### src/rtl/chromosome_eval_sequencer.sv
// Sequences one fitness evaluation: clears the error-sum accumulator, steps the
// evaluated circuit through NUM_SEQUENCES clocked sequences, then reduces the masked sums.
module chromosome_eval_sequencer #(
    parameter int unsigned HALF_PERIOD   = 32,
    parameter int unsigned NUM_SEQUENCES = 16
) (
    input  logic              iClock,
    input  logic              iReset_n,
    input  logic              iStart,
    input  logic              iAbort,
    input  logic [7:0]        iOutputMask,
    input  logic [7:0][31:0]  iErrorSums,
    output logic              oProcessing,
    output logic              oKeepResult,
    output logic              oClockLevel,
    output logic [3:0]        oCurrentSequence,
    output logic              oBusy,
    output logic              oDone,
    output logic [34:0]       oTotalError
);

    typedef enum logic [2:0] {IDLE, CLEAR, HIGH, LOW, SUM, DONE} state_t;

    localparam logic [15:0] PH_LAST  = 16'(HALF_PERIOD - 1);
    localparam logic [3:0]  SEQ_LAST = 4'(NUM_SEQUENCES - 1);

    state_t      state_q, state_d;
    logic [15:0] phase_q, phase_d;
    logic [3:0]  seq_q, seq_d;
    logic [7:0]  mask_q, mask_d;
    logic [34:0] total_q, total_d;
    logic        proc_q, proc_d;
    logic        keep_q, keep_d;
    logic        clk_lvl_q, clk_lvl_d;
    logic        busy_q, busy_d;
    logic        done_q, done_d;
    logic [34:0] masked_sum;

    always_comb begin
        masked_sum = '0;
        for (int unsigned k = 0; k < 8; k++) begin
            if (mask_q[k]) masked_sum = masked_sum + {3'b000, iErrorSums[k]};
        end
    end

    always_comb begin
        state_d = state_q;
        phase_d = phase_q;
        seq_d   = seq_q;
        mask_d  = mask_q;
        total_d = total_q;
        unique case (state_q)
            IDLE, DONE: begin
                if (iStart) begin
                    state_d = CLEAR;
                    mask_d  = iOutputMask;
                end
            end
            CLEAR: begin
                if (iAbort) state_d = IDLE;
                else begin
                    state_d = HIGH;
                    phase_d = '0;
                    seq_d   = '0;
                end
            end
            HIGH: begin
                if (iAbort) state_d = IDLE;
                else if (phase_q == PH_LAST) begin
                    state_d = LOW;
                    phase_d = '0;
                end else phase_d = phase_q + 16'd1;
            end
            LOW: begin
                if (iAbort) state_d = IDLE;
                else if (phase_q == PH_LAST) begin
                    phase_d = '0;
                    if (seq_q == SEQ_LAST) state_d = SUM;
                    else begin
                        state_d = HIGH;
                        seq_d   = seq_q + 4'd1;
                    end
                end else phase_d = phase_q + 16'd1;
            end
            SUM: begin
                if (iAbort) state_d = IDLE;
                else begin
                    state_d = DONE;
                    total_d = masked_sum;
                end
            end
            default: state_d = IDLE;
        endcase
        if (state_d == IDLE) begin
            phase_d = '0;
            seq_d   = '0;
        end
        // Outputs are decoded from the next state so they register alongside it.
        proc_d    = (state_d == HIGH) || (state_d == LOW);
        clk_lvl_d = (state_d == HIGH);
        keep_d    = (state_d == SUM) || (state_d == DONE);
        busy_d    = (state_d == CLEAR) || (state_d == HIGH) || (state_d == LOW) || (state_d == SUM);
        done_d    = (state_q == SUM) && (state_d == DONE);
    end

    always_ff @(posedge iClock or negedge iReset_n) begin
        if (!iReset_n) begin
            state_q   <= IDLE;
            phase_q   <= '0;
            seq_q     <= '0;
            mask_q    <= '0;
            total_q   <= '0;
            proc_q    <= 1'b0;
            keep_q    <= 1'b0;
            clk_lvl_q <= 1'b0;
            busy_q    <= 1'b0;
            done_q    <= 1'b0;
        end else begin
            state_q   <= state_d;
            phase_q   <= phase_d;
            seq_q     <= seq_d;
            mask_q    <= mask_d;
            total_q   <= total_d;
            proc_q    <= proc_d;
            keep_q    <= keep_d;
            clk_lvl_q <= clk_lvl_d;
            busy_q    <= busy_d;
            done_q    <= done_d;
        end
    end

    assign oProcessing      = proc_q;
    assign oKeepResult      = keep_q;
    assign oClockLevel      = clk_lvl_q;
    assign oCurrentSequence = seq_q;
    assign oBusy            = busy_q;
    assign oDone            = done_q;
    assign oTotalError      = total_q;

endmodule

### config.mk
export PLATFORM = sky130hd
export DESIGN_NAME = chromosome_eval_sequencer
export DESIGN_NICKNAME = d
export VERILOG_FILES = /design/src/rtl/chromosome_eval_sequencer.sv
export SDC_FILE = /design/constraint.sdc
export NUM_CORES = 1
export LEC_CHECK = 0
export BUFFER_PORTS_ARGS = -buffer_cell sky130_fd_sc_hd__buf_2
export CAP_MARGIN = 0
export CORE_ASPECT_RATIO = 0.9
export CORE_UTILIZATION = 59
export CTS_CLUSTER_DIAMETER = 80
export DETAILED_ROUTE_END_ITERATION = 6
export GPL_ROUTABILITY_DRIVEN = 0
export MAX_ROUTING_LAYER = met4
export PLACE_DENSITY = 0.85
export SLEW_MARGIN = 0
export SYNTH_ARGS = -nofsm -noshare
export SYNTH_HDL_FRONTEND = slang
export SYNTH_SLANG_ARGS = --single-unit
### constraint.sdc
create_clock -name iClock -period 16.55 [get_ports iClock]
set_clock_uncertainty 0.2 [all_clocks]
set_input_delay 0 -clock iClock [delete_from_list [all_inputs] [get_ports iClock]]
set_output_delay 0 -clock iClock [all_outputs]
set_load 0.005 [all_outputs]
==> metrics list <==
- Yosys mapped the design onto 92 distinct sky130hd cell types.
- For this run, the register share of the synthesized area comes to about 9.9%.
* Final hold viol count: 0
* Clock tree from TritonCTS: yes
- The worst pin sits at a relative slew slack of about a third.
- For this block, the via count after detailed routing is around 21000.
* Num CTS Buffers: 9
- The area growth from synthesis to layout is 12.7%.
- In the final layout, the share of cells above drive strength 1 is between 15 and 20%.
- Yosys instantiated no cell more often than sky130_fd_sc_hd__a21oi_1.
* Worst min-delay path startpoint: iErrorSums[254]
* Top_reg_cell synth: sky130_fd_sc_hd__dfrtp_1
- Fmax: 65.1 MHz
- The worst setup path is captured at a register.
- Total of flip-flops plus latches after synthesis: 71
* I/O Buffers: between 300 and 400
* Sum of net half-perimeters after detailed placement: 47.5 mm
- The finished layout holds about 3200 standard cells, fillers aside.
- Slowest Stage Delay on Critical Path: approximately 0.56 ns
- By area the synthesized netlist is led by sky130_fd_sc_hd__ha_1 16%, sky130_fd_sc_hd__dfrtp_1 9.9%, sky130_fd_sc_hd__a21oi_1 7.0%.
* Fraction of the cycle the final worst path needs: around 90%
* Number of setup buffers added after CTS: 0
- Setup violations remaining at the end of the flow were counted as 0.
* Vert. Die Dim: approximately 170 µm
* Syn Std Cell Area: between 15000 and 20000 µm²
* Post-DP Area: 19700 µm²
- STA puts the critical path data required time at around 17 ns.
* Number of warnings issued by yosys: 0
- Number of violations of the max-capacitance limit: 0
- The initial antenna violation count was 10.
* Clock root buffer: sky130_fd_sc_hd__clkbuf_16
- No sink is reached through more buffers than the 2 on the longest clock path.
- After routing the design area is roughly 20000 µm².
* Post-DR wirelength/cell: ~19 µm
* Number of nets in the final layout: ~3300
- The biggest area contributor in the post-synthesis netlist is sky130_fd_sc_hd__ha_1.
* Final count of pins violating max slew: 0
* TritonRoute pass-1 iters: 5
* H-tree Lvls: 3
- Share of flip-flops with an asynchronous set or reset after synthesis: 100%
- Including well taps, the total number of placed cells is ~3100.
- The detail route stage leaves a number of antenna-violating nets equal to 0.
- Global-route total usage across every layer: a little under two fifths
- Critical setup path kind: register to register
- Data arrives at the worst endpoint at between 15 and 20 ns.
- Entering global routing, the biggest net connects 72 pins.
* RSZ-0062 raised after global routing: no
* Initial detailed-routing violation count: 2273
* Critical R2R Launch: mask_q[0]$_DFFE_PN0P_
- Number of nets produced by synthesis: approximately 3000
- Final global-route overflow total: 0
- Post-Synthesis Mean Instance Area: just over 7 µm²
- For this configuration, the core starts out at a cell density of between 50% and 60%.
- Max stage delay cell, worst path: sky130_fd_sc_hd__o31ai_1
- Setup slack closes at roughly 1.2 ns.
- Dividing the detail-routed via count by the number of cells gives roughly 6.5.
- Core Box Area: ~30000 µm²
- In the routed design, unresolved DRC markers number 0.
* Count of flip-flops with a built-in enable after synthesis: 0
- At the placement stage, the worst setup path has a slack of ~1.7 ns.
- Row count: 60
- Clock network latency to the later pin of the worst-skew pair: ~0.35 ns
- The flow ran to the end, and the final reports show no timing, DRC or antenna violations.
* Post-Route Setup TNS: 0 ns
- Final period demand of the worst path: around 15 ns
- After synthesis, the largest area contributor takes up between 10% and 20% of total cell area.
- Along the worst path, the maximum fanout reaches 48.
- The first global-routing pass estimated a little over 90 mm of wire.
* Clock transition at the register clock pins on the worst setup and hold paths after CTS: ~0.06 ns
- The commonest cells after synthesis are 249 x sky130_fd_sc_hd__a21oi_1, 244 x sky130_fd_sc_hd__nand2_1, 235 x sky130_fd_sc_hd__ha_1.
- Area enclosed by the die boundary: roughly 31000 µm²
* Ports placed on the boundary: around 310
* Via count of the first global-routing pass: 18800
- Total length of routed wires: slightly below 60 mm
- The worst setup path is launched from a register.
- Die Wd: between 150 and 200 µm
- In this run the worst setup path begins at mask_q[0]$_DFFE_PN0P_.
- Sink count of the clock tree: 71
- The cell count after synthesis came out at 2485.
- Worst min-delay path class: primary input to register
- Cell repeated most along the worst path: sky130_fd_sc_hd__a21oi_1
- Worst slew pin tran: around 0.99 ns
-- stage by stage --
step / util (%) / hold WS [ns]
global placement: 65.9 / 0.0189
detailed placement: 65.9 / 0.0177
floorplan: - / -0.496
finish: 67.4 / 0.0505
CTS: 67.4 / 0.0391
global route: 67.4 / 0.0691
-- worst paths after layout --
path / end / slack [ns] / cells after the start
setup / recovery: oTotalError[34]$_DFFE_PN0P_ / 1.20 / 67
hold / removal: oTotalError[30]$_DFFE_PN0P_ / 0.05 / 5
setup reg to reg: oTotalError[34]$_DFFE_PN0P_ / 1.20 / 67
hold reg to reg: oTotalError[21]$_DFFE_PN0P_ / 0.28 / 2
max in group asynchronous: mask_q[4]$_DFFE_PN0P_ / 15.23 / 3
min in group asynchronous: state_q[0]$_DFF_PN0_ / 0.23 / 3
-- per-layer routing --
| metal | vias up | global-route usage, % | wire (µm) |
|---|---|---|---|
| li1 | 9682 | - | - |
| met1 | 9443 | 49.2 | 24600 |
| met2 | 1179 | 59.2 | 26200 |
| met3 | 201 | 4.94 | 5550 |
| met4 | 0 | 17.1 | 2750 |
| met5 | - | - | 0 |
-- cell type report --
type / count / area (µm²)
tap: 403 / 504
clock buffer: 9 / 225
antenna: 10 / 25.0
timing repair buffer: 338 / 1790
multi-input combinational: 2209 / 15300
sequential: 71 / 1780
inverter: 114 / 428
fill: 2617 / 9730
clock inverter: 7 / 71.3
-- registers in the layout, indices dropped and copies added (netlist names), 3 cells and up --
| name | cells |
|---|---|
| oTotalError | 35 |
| mask_q | 8 |
| oCurrentSequence | 4 |
| state_q | 3 |
| phase_q | 16 |
-- placed cells by master (no fill, tap or decap), drive strengths merged, types with 28 or more instances in the layout --
| cell type | instances |
|---|---|
| a211oi | 33 |
| a21o | 126 |
| a21oi | 252 |
| and2 | 29 |
| and3 | 30 |
| buf | 324 |
| dfrtp | 71 |
| ha | 235 |
| inv | 113 |
| mux2 | 60 |
| nand2 | 244 |
| nand2b | 38 |
| nand3 | 52 |
| nand4 | 28 |
| nor2 | 201 |
| nor2b | 32 |
| nor3 | 47 |
| o21a | 55 |
| o21ai | 201 |
| o21bai | 32 |
| xnor2 | 116 |
| xor2 | 73 |
-- kinds of logic after synthesis --
group | Yosys count | share of synthesized area [%]
flops | 71 | 9.94
buf+inv | 205 | 4.34
xor+xnor | 190 | 9.44
simple gates | 777 | 20.6
mux | 77 | 4.73
fa+ha+maj | 244 | 17.4
compound gates | 921 | 33.6
-- worst max-delay path, delay by kind of cell, from the launching register on --
family	cells	cell delay (ns)
buffers and inverters	3	0.46
xor gates and xnor gates	4	0.73
adders and majority gates	9	3.25
DFF	1	0.36
and+or+nand+nor	13	1.87
AOI/OAI and AO/OA	37	8.12
muxes	1	0.27
-- what timing repair did --
| item | 4_1_cts | 5_1_grt |
|---|---|---|
| endpoints found under the hold margin | 89 | 0 |
| gates resized for setup | 0 | 0 |
| hold buffers | 14 | 0 |
Power is left out: the tool's default activity adds up to more than one toggle a clock period on the data nets, which glitch-free logic cannot reach.
